### src/rtl/mips_bus_arbiter_if.sv
// mips_bus_arbiter_if: core-side access ports and shared memory bus of mips_bus_arbiter.
//   port_ren/port_wen  per-port level read/write requests
//   port_addr/wdata    packed per-port address / write data (port i at [i*W +: W])
//   port_rdata         packed registered read data
//   port_stall/done    per-port pipeline stall and one-cycle completion pulse
//   bus_req/we/addr/wdata  shared bus cycle request, held stable while busy
//   bus_ack/rdata      slave completion and read data
//   bus_err            sticky watchdog timeout flag
// Modport master is the arbiter's view; slave is the core/memory environment's view.
interface mips_bus_arbiter_if #(
    parameter int N_PORTS = 2,
    parameter int AW = 32,
    parameter int DW = 32
);
    logic [N_PORTS-1:0] port_ren, port_wen, port_stall, port_done;
    logic [N_PORTS*AW-1:0] port_addr;
    logic [N_PORTS*DW-1:0] port_wdata, port_rdata;
    logic bus_req, bus_we, bus_ack, bus_err;
    logic [AW-1:0] bus_addr;
    logic [DW-1:0] bus_wdata, bus_rdata;
    modport master (
        input port_ren, port_wen, port_addr, port_wdata, bus_ack, bus_rdata,
        output port_rdata, port_stall, port_done, bus_req, bus_we, bus_addr, bus_wdata, bus_err
    );
    modport slave (
        output port_ren, port_wen, port_addr, port_wdata, bus_ack, bus_rdata,
        input port_rdata, port_stall, port_done, bus_req, bus_we, bus_addr, bus_wdata, bus_err
    );
endinterface

### src/rtl/mips_bus_arbiter.sv
// mips_bus_arbiter: round-robin arbiter merging N core ports onto one multi-cycle memory bus.
//   clk    main clock
//   rst_n  asynchronous active-low reset
//   bus    mips_bus_arbiter_if.master carrying all port-side and bus-side signals
// Optional watchdog: define MIPS_BUS_TIMEOUT_EN to abort bus cycles after TIMEOUT
// ack-less busy cycles (read returns all ones, bus_err sets sticky).
module mips_bus_arbiter #(
    parameter int N_PORTS = 2,
    parameter int AW = 32,
    parameter int DW = 32,
    parameter int TIMEOUT = 255
) (
    input logic clk,
    input logic rst_n,
    mips_bus_arbiter_if.master bus
);
    localparam int IW = N_PORTS > 1 ? $clog2(N_PORTS) : 1;
    localparam logic [1:0] IDLE = 2'd0, BUSY = 2'd1, DONE = 2'd2;
    logic [1:0] state;
    logic [IW-1:0] rr_ptr, grant, next_grant, idx;
    logic found, abort, we_q;
    logic [N_PORTS-1:0] pending, done;
    logic [AW-1:0] addr_a [N_PORTS];
    logic [DW-1:0] wdata_a [N_PORTS];
    logic [DW-1:0] rdata [N_PORTS];
    logic [AW-1:0] addr_q;
    logic [DW-1:0] wdata_q;
    assign pending = bus.port_ren | bus.port_wen;
    always_comb begin
        for (int k = 0; k < N_PORTS; k++) begin
            addr_a[k] = bus.port_addr[k*AW +: AW];
            wdata_a[k] = bus.port_wdata[k*DW +: DW];
            bus.port_rdata[k*DW +: DW] = rdata[k];
        end
    end
    // first pending port at or above rr_ptr, wrapping
    always_comb begin
        found = 1'b0;
        next_grant = rr_ptr;
        idx = '0;
        for (int k = 0; k < N_PORTS; k++) begin
            idx = IW'((int'(rr_ptr) + k) % N_PORTS);
            if (!found && pending[idx]) begin
                found = 1'b1;
                next_grant = idx;
            end
        end
    end
    always_comb begin
        for (int k = 0; k < N_PORTS; k++) done[k] = state == DONE && grant == IW'(k);
    end
    assign bus.port_done = done;
    assign bus.port_stall = pending & ~done;
    assign bus.bus_req = state == BUSY;
    assign bus.bus_we = we_q;
    assign bus.bus_addr = addr_q;
    assign bus.bus_wdata = wdata_q;
`ifdef MIPS_BUS_TIMEOUT_EN
    localparam int CW = $clog2(TIMEOUT + 1);
    logic [CW-1:0] wd_cnt;
    logic err_q;
    // wd_cnt holds the number of BUSY cycles already spent; an ack on the last one still wins
    assign abort = state == BUSY && !bus.bus_ack && wd_cnt == CW'(TIMEOUT - 1);
    always_ff @(posedge clk or negedge rst_n) begin
        if (!rst_n) begin
            wd_cnt <= '0;
            err_q <= 1'b0;
        end else begin
            wd_cnt <= state == BUSY ? wd_cnt + 1'b1 : '0;
            if (abort) err_q <= 1'b1;
        end
    end
    assign bus.bus_err = err_q;
`else
    localparam int unused_timeout = TIMEOUT;
    assign abort = 1'b0;
    assign bus.bus_err = 1'b0;
`endif
    always_ff @(posedge clk or negedge rst_n) begin
        if (!rst_n) begin
            state <= IDLE;
            rr_ptr <= '0;
            grant <= '0;
            we_q <= 1'b0;
            addr_q <= '0;
            wdata_q <= '0;
            for (int k = 0; k < N_PORTS; k++) rdata[k] <= '0;
        end else begin
            case (state)
                IDLE: if (found) begin
                    state <= BUSY;
                    grant <= next_grant;
                    we_q <= bus.port_wen[next_grant];
                    addr_q <= addr_a[next_grant];
                    wdata_q <= wdata_a[next_grant];
                end
                BUSY: if (bus.bus_ack || abort) begin
                    state <= DONE;
                    if (!we_q) rdata[grant] <= bus.bus_ack ? bus.bus_rdata : '1;
                end
                DONE: begin
                    state <= IDLE;
                    rr_ptr <= grant == IW'(N_PORTS - 1) ? '0 : grant + 1'b1;
                end
                default: state <= IDLE;
            endcase
        end
    end
endmodule
### src/flat_wrapper.sv
// flat-port wrapper written by rule: the top's interface ports become plain ports
module mips_bus_arbiter_flat 
#(
    parameter int N_PORTS = 2,
    parameter int AW = 32,
    parameter int DW = 32,
    parameter int TIMEOUT = 255
)
  (clk, rst_n, bus_port_ren, bus_port_wen, bus_port_addr, bus_port_wdata, bus_bus_ack, bus_bus_rdata, bus_port_rdata, bus_port_stall, bus_port_done, bus_bus_req, bus_bus_we, bus_bus_addr, bus_bus_wdata, bus_bus_err);
  mips_bus_arbiter_if #(.N_PORTS(N_PORTS), .AW(AW), .DW(DW)) bus_i ();
  input logic clk;
  input logic rst_n;
  input wire logic [$bits(bus_i.port_ren)-1:0] bus_port_ren;
  input wire logic [$bits(bus_i.port_wen)-1:0] bus_port_wen;
  input wire logic [$bits(bus_i.port_addr)-1:0] bus_port_addr;
  input wire logic [$bits(bus_i.port_wdata)-1:0] bus_port_wdata;
  input wire logic [$bits(bus_i.bus_ack)-1:0] bus_bus_ack;
  input wire logic [$bits(bus_i.bus_rdata)-1:0] bus_bus_rdata;
  output wire logic [$bits(bus_i.port_rdata)-1:0] bus_port_rdata;
  output wire logic [$bits(bus_i.port_stall)-1:0] bus_port_stall;
  output wire logic [$bits(bus_i.port_done)-1:0] bus_port_done;
  output wire logic [$bits(bus_i.bus_req)-1:0] bus_bus_req;
  output wire logic [$bits(bus_i.bus_we)-1:0] bus_bus_we;
  output wire logic [$bits(bus_i.bus_addr)-1:0] bus_bus_addr;
  output wire logic [$bits(bus_i.bus_wdata)-1:0] bus_bus_wdata;
  output wire logic [$bits(bus_i.bus_err)-1:0] bus_bus_err;
  assign bus_i.port_ren = bus_port_ren;
  assign bus_i.port_wen = bus_port_wen;
  assign bus_i.port_addr = bus_port_addr;
  assign bus_i.port_wdata = bus_port_wdata;
  assign bus_i.bus_ack = bus_bus_ack;
  assign bus_i.bus_rdata = bus_bus_rdata;
  assign bus_port_rdata = bus_i.port_rdata;
  assign bus_port_stall = bus_i.port_stall;
  assign bus_port_done = bus_i.port_done;
  assign bus_bus_req = bus_i.bus_req;
  assign bus_bus_we = bus_i.bus_we;
  assign bus_bus_addr = bus_i.bus_addr;
  assign bus_bus_wdata = bus_i.bus_wdata;
  assign bus_bus_err = bus_i.bus_err;
  mips_bus_arbiter #(.N_PORTS(N_PORTS), .AW(AW), .DW(DW), .TIMEOUT(TIMEOUT)) u_core (.clk(clk), .rst_n(rst_n), .bus(bus_i));
endmodule
### config.mk
export PLATFORM = sky130hd
export DESIGN_NAME = mips_bus_arbiter_flat
export DESIGN_NICKNAME = d
export VERILOG_FILES = /design/src/rtl/mips_bus_arbiter_if.sv /design/src/rtl/mips_bus_arbiter.sv /design/src/flat_wrapper.sv
export SDC_FILE = /design/constraint.sdc
export NUM_CORES = 1
export LEC_CHECK = 0
export BUFFER_PORTS_ARGS = -buffer_cell sky130_fd_sc_hd__buf_4
export CORE_ASPECT_RATIO = 0.6
export CORE_UTILIZATION = 35
export CTS_BUF_LIST = sky130_fd_sc_hd__clkbuf_4 sky130_fd_sc_hd__clkbuf_8
export CTS_CLUSTER_SIZE = 40
export DETAILED_ROUTE_END_ITERATION = 8
export PLACE_DENSITY = 0.68
export SLEW_MARGIN = 15
export SYNTH_ARGS = -nofsm -noshare
export SYNTH_HDL_FRONTEND = slang
export SYNTH_SLANG_ARGS = --single-unit
### constraint.sdc
create_clock -name clk -period 3.2 [get_ports clk]
set_input_delay 0.48 -clock clk [delete_from_list [all_inputs] [get_ports clk]]
set_output_delay 0.48 -clock clk [all_outputs]
set_load 0.1 [all_outputs]
==> results.tsv, run 1 <==
metric	value	unit
cts_tree	yes	
drv_slew	0	
worstPathRequired	2.72	ns
synth.most_common_cell	dfrtp_1	
multiInputGateArea	2424	um^2
finalCriticalPeriod	2.018	ns
timing.final.hold_violations	0	
endpoint	bus_port_done[0]	
synth_seq_area_share	56.01	%
ctsResizeCount	0	
slew_headroom	41.46	%
path_clk_slew	0.09	ns
fin_crit_sh	63.07	%
fin_setup_tns	0	ns
synth_cells	424	
grt_pass1_vias	4932	
nNetsFinal	883	
syn_area	5942	um^2
synthArstFlopShare	100.0	%
hpwl	13030	um
ys_top_cells_by_count	dfrtp_1, o21bai_1, o221a_2	
whs	0.03532	ns
start_kind	flip-flop	
drive_gt1_share	65.02	%
regArea	3328	um^2
root_buffer	clkbuf_8	
outcome	complete, no violations	
post-route-util	53.82	%
fill_cells	1412	
clk_latency	0.45	ns
fin_cells	957	
ant_nets	0	
synth_edf_count	0	
worst_pin_slew	0.8782	ns
yosys.area.top_type_share	56.01	%
die_area	17520	um^2
core_area	16400	um^2
ys_seq_elements	133	
wl_per_cell	18.85	um
ios	302	
worst-r2r-cell-count	4	
hold_class	input pin to async pin	
cts_buffer_depth	2	
rsz0062_at_grt	no	
crit_fanout	5	
syn_nets	591	
hold_buffers	0	
via_per_inst	4.972	
area_growth	48.52	%
avgSynthCellArea	14.01	um^2
rows	36	
gp_congestion	0.7797	
ctsHtreeMaxLevel	4	
r2r_start	u_core.state[1]	
cts_buffers	17	
synth_ff_type	dfrtp_1	
dp_cells	925	
cap_violations	0	
drt_iter0_markers	189	
port_buffers	300	
worstPathArrival	1.54	ns
critPathLaunch	u_core.state[0]	
clock-skew-final	0.01792	ns
cts_setup_buffers	0	
clkSinkCount	133	
drt_wl_total	18040	um
criticalPathCategory	flip-flop to output pin	
yosysUniqueCellTypes	30	
firstDrtPassIters	4	
drc	0	
r2r_slack	1.22	ns
dr_total_vias	4758	
yosys_warnings	0	
initial_core_util	36.24	%
yosysTopAreaCell	dfrtp_1	
grt-ovfl-total	0	
antenna_found_initial	0	
grt_pass1_wl	26960	um
worstSetupEndpointType	output pin	
die_h	102.9	um
r2r_end	u_core.bus.bus_addr[27]	
die_w	170.2	um
grt_max_degree	68	
finalSetupViolCount	0	
num_antenna_cells	0	
fmax	0.4955	GHz
grtUsageTotal	20.49	%
synthTopCellsByArea	dfrtp_1, o221a_2, o21bai_1	
cell type report:
cell class | instances | share of cell area (%)
Timing Repair Buffer | 311 | 27.05
Inverter | 3 | 0.1276
Multi-Input combinational cell | 250 | 27.46
Sequential cell | 133 | 37.71
Tap cell | 228 | 3.233
Clock inverter | 13 | 1.517
Clock buffer | 19 | 2.892
state kept, by name (all words and copies together), names as in the netlist:
register,cells
u_core.state,2
u_core.bus.bus_wdata,32
u_core.grant,1
u_core.bus.bus_addr,32
u_core.bus.port_rdata,64
u_core.rr_ptr,1
u_core.bus.bus_we,1
placed cells by master (no fill, tap or decap), types with 6 or more instances in the layout:
cell      instances
o21bai_1         64
nand2b_1         31
mux2_2           42
clkbuf_8         18
o221a_2          61
inv_6             7
buf_4           308
dfrtp_1         133
mux2_4           20
nor2_1            6
metal layers:
layer	routed length [um]	vias up	track usage, %
met5	0	-	0
met4	219	0	6.999
met3	1172	15	5.873
met2	8633	186	33.32
met1	8019	2369	26.44
li1	-	2188	-
cells by family (layout without fill, tap and decap cells):
family	count (synthesis)	count (layout)	synth area share (%)
other	1	1	0.06311
AOI/OAI and AO/OA	136	136	21.31
and+or+nand+nor	49	49	5.307
buffers and inverters	41	346	3.917
muxes	64	64	13.39
DFF	133	133	56.01
critical path: stages, from the launching register on:
cell and delay (ns):
dfrtp_1 0.41, nand2b_1 0.20, nor2_2 0.17, buf_4 0.32
metrics by stage:
| step | worst slack, ns | area (um^2) |
|---|---|---|
| 6_report | 1.182 | 8825 |
| 5_1_grt | 1.079 | 8825 |
| 4_1_cts | 1.143 | 8825 |
| 3_5_place_dp | 0.9438 | 8436 |
| 3_3_place_gp | 0.7565 | 8381 |
| 2_1_floorplan | 0.5770 | 5947 |
how the worst min path moves through the flow:
stage                                          from  cells after the start                         to
final                                         rst_n                      1  u_core.bus.port_rdata[55]
after global placement    u_core.bus.port_rdata[30]                      1  u_core.bus.port_rdata[30]
after detailed placement  u_core.bus.port_rdata[30]                      1  u_core.bus.port_rdata[30]
after CTS                                     rst_n                      1  u_core.bus.port_rdata[55]
after floorplan                               rst_n                      0     u_core.bus.bus_addr[0]
after global routing                          rst_n                      1  u_core.bus.port_rdata[55]
Power of run 1 is left out: the tool's default activity adds up to more than one toggle a clock period on the data nets, which glitch-free logic cannot reach.
==> run 2, diff against run 1 <==
ABC_AREA = 1   (was unset)
PLACE_DENSITY = 0.69   (was 0.68)
clock period = 1.8 ns   (was 3.2 ns; I/O delays follow)
==> results.tsv, run 2 <==
metric	value	unit	change
outcome	complete, no violations		
nNetsFinal	1344		+52%
cap_violations	0		unchanged
die_w	178.1	um	+4.6%
gp_congestion	0.8446		+8.3%
die_area	19180	um^2	+9.5%
yosysTopAreaCell	dfrtp_1		
fmax	0.5790	GHz	
via_per_inst	4.469		-10%
synth_top_family_by_area	simple AND/OR/NAND/NOR gates		
grt_pass1_wl	31060	um	+15%
design_area	9533	um^2	+8.0%
wl_per_cell	13.87	um	-26%
fin_crit_sh	95.95	%	
criticalPathCategory	flip-flop to output pin		
yosysUniqueCellTypes	20		-33%
grtUsageTotal	20.91	%	+0.42 points
ys_top_cells_by_count	nand2_1, inv_1, dfrtp_1		
drt_wl_total	19820	um	+9.8%
dr_total_vias	6386		+34%
timing.final.hold_violations	0		unchanged
multiInputGateArea	2221	um^2	-8.4%
critPathBufInv	2		+1
clk_latency	0.42	ns	-0.03 ns
cts_buffers	17		unchanged
yosys.area_share.simple	27.91	%	+23 points
syn_nets	1060		+79%
ant_nets	0		unchanged
hold_class	input pin to flip-flop		
yosys_warnings	0		unchanged
post-place-ws	0.2029	ns	-0.7409 ns
crit_fanout	5		unchanged
die_h	107.7	um	+4.6%
finalCriticalPeriod	1.727	ns	
rsz0062_at_grt	yes		
synth_ff_type	dfrtp_1		
syn_area	6514	um^2	+9.6%
synthTopCellsByArea	dfrtp_1, nand2_1, inv_1		
drv_slew	0		unchanged
fill_cells	1791		+27%
port_buffers	300		unchanged
start_kind	flip-flop		
met1_length	9101	um	+13%
cts_buffer_depth	2		unchanged
slew_headroom	59.82	%	+18 points
worstPathRequired	1.53	ns	-1.19 ns
grt_pass1_vias	6010		+22%
num_antenna_cells	0		unchanged
synthArstFlopShare	100.0	%	unchanged
synth.most_common_cell	nand2_1		
worst_pin_slew	0.6027	ns	-0.2755 ns
topRoutingLayerUsed	met4		
clkSinkCount	133		unchanged
placedInstanceArea	9086	um^2	+7.7%
firstDrtPassIters	5		+1
area_growth	46.35	%	
final_common_cell	buf_4		
drt_iter0_markers	329		+74%
synth-xor-area-share	0	%	unchanged
clock-skew-final	0.01900	ns	+0.001073 ns
fin_setup_tns	0	ns	unchanged
crit_family	flip-flops		
ctsHtreeMaxLevel	4		unchanged
synthMuxAreaShare	0	%	-13 points
met3WireLength	1436	um	+23%
synth_compound_area_share	5.590	%	-16 points
avgSynthCellArea	7.294	um^2	-48%
drive_gt1_share	30.36	%	-35 points
critPathMaxStageDelay	0.40	ns	about the same
yosys.area.top_type_share	51.09	%	-4.9 points
drc	0		unchanged
finalSetupViolCount	0		unchanged
cp_cell_sequence	or2_4 > o21ai_2 > inv_1 > buf_8		
setup_ws	0.07283	ns	-1.109 ns
rows	38		+5.6%
largest_register_ffs	64		unchanged
worstPathArrival	1.46	ns	-0.08 ns
antenna_found_initial	0		unchanged
wl_met2	9099	um	+5.4%
root_buffer	clkbuf_8		
path_clk_slew	0.07	ns	-0.02 ns
core_area	18160	um^2	+11%
synth_edf_count	0		unchanged
regArea	3329	um^2	about the same
crit_slowest_cell	dfrtp_1		
cts_tree	yes		
ys_seq_elements	133		unchanged
hpwl	14360	um	+10%
worstSetupEndpointType	output pin		
synth_fa_ha_area_share	0	%	unchanged
ios	302		unchanged
synth_cells	893		+110%
final_cell_mix	buf_4, nand2_1, inv_1, dfrtp_1, nand3_1		
grt-ovfl-total	0		unchanged
grt_max_degree	68		unchanged
synth_seq_area_share	51.09	%	-4.9 points
initial_core_util	35.86	%	-0.38 points
[run 2: cell count changes after synthesis, sizes merged, moves of 29 or more]
cell,previous run,this run
inv,3,202
o21bai,64,0
o21ai,1,71
nand2b,31,0
nand2,0,265
nand3,0,129
mux2,64,0
nor2,8,37
o221a,64,0
[run 2: final cells by class]
| class | instances | area share, % |
|---|---|---|
| Timing Repair Buffer | 316 | 26.64 |
| Clock inverter | 14 | 1.575 |
| Multi-Input combinational cell | 507 | 23.30 |
| Clock buffer | 17 | 2.454 |
| Sequential cell | 133 | 34.93 |
| Inverter | 202 | 7.954 |
| Tap cell | 240 | 3.150 |
[run 2: repair_timing]
item                                    CTS  global route
hold buffers                              1             0
buffers inserted                          0             0
hold endpoints to repair                 29             0
resized for setup                         7            10
endpoints found under the setup margin    4             4
[run 2: logic make-up after synthesis]
group,count (synthesis)
buffers and inverters,253
flip-flops,133
AND/OR/NAND/NOR,434
other,1
AO/OA/AOI/OAI,72
[run 2: stage by stage]
| step | cells | hold slack, ns | utilization, % |
|---|---|---|---|
| after floorplan | 893 | -0.02559 | - |
| after global placement | 1397 | 0.1836 | 50.03 |
| after detailed placement | 1397 | 0.1810 | 50.03 |
| after CTS | 1429 | 0.09151 | 52.29 |
| after global routing | 1429 | 0.08699 | 52.49 |
| final | 1429 | 0.1241 | 52.49 |
[run 2: path summary, 6_finish.rpt]
kind	startpoint	to	slack, ns	cells past startpoint
min	bus_bus_ack	u_core.state[0]	0.12	2
min reg2reg	u_core.bus.bus_addr[25]	u_core.bus.bus_addr[25]	0.48	2
max reg2reg	u_core.state[1]	u_core.bus.port_rdata[47]	0.18	6
max in group asynchronous	rst_n	u_core.bus.bus_wdata[20]	0.87	3
min in group asynchronous	rst_n	u_core.bus.port_rdata[36]	0.29	2
max	u_core.state[0]	bus_port_stall[0]	0.07	4
[run 2: per-layer routing]
metal	vias to the layer above	global-route usage [%]
met5	-	0
li1	3221	-
met3	15	5.544
met1	2919	28.14
met2	231	33.35
met4	0	5.128
Power of run 2 is left out for the same reason.
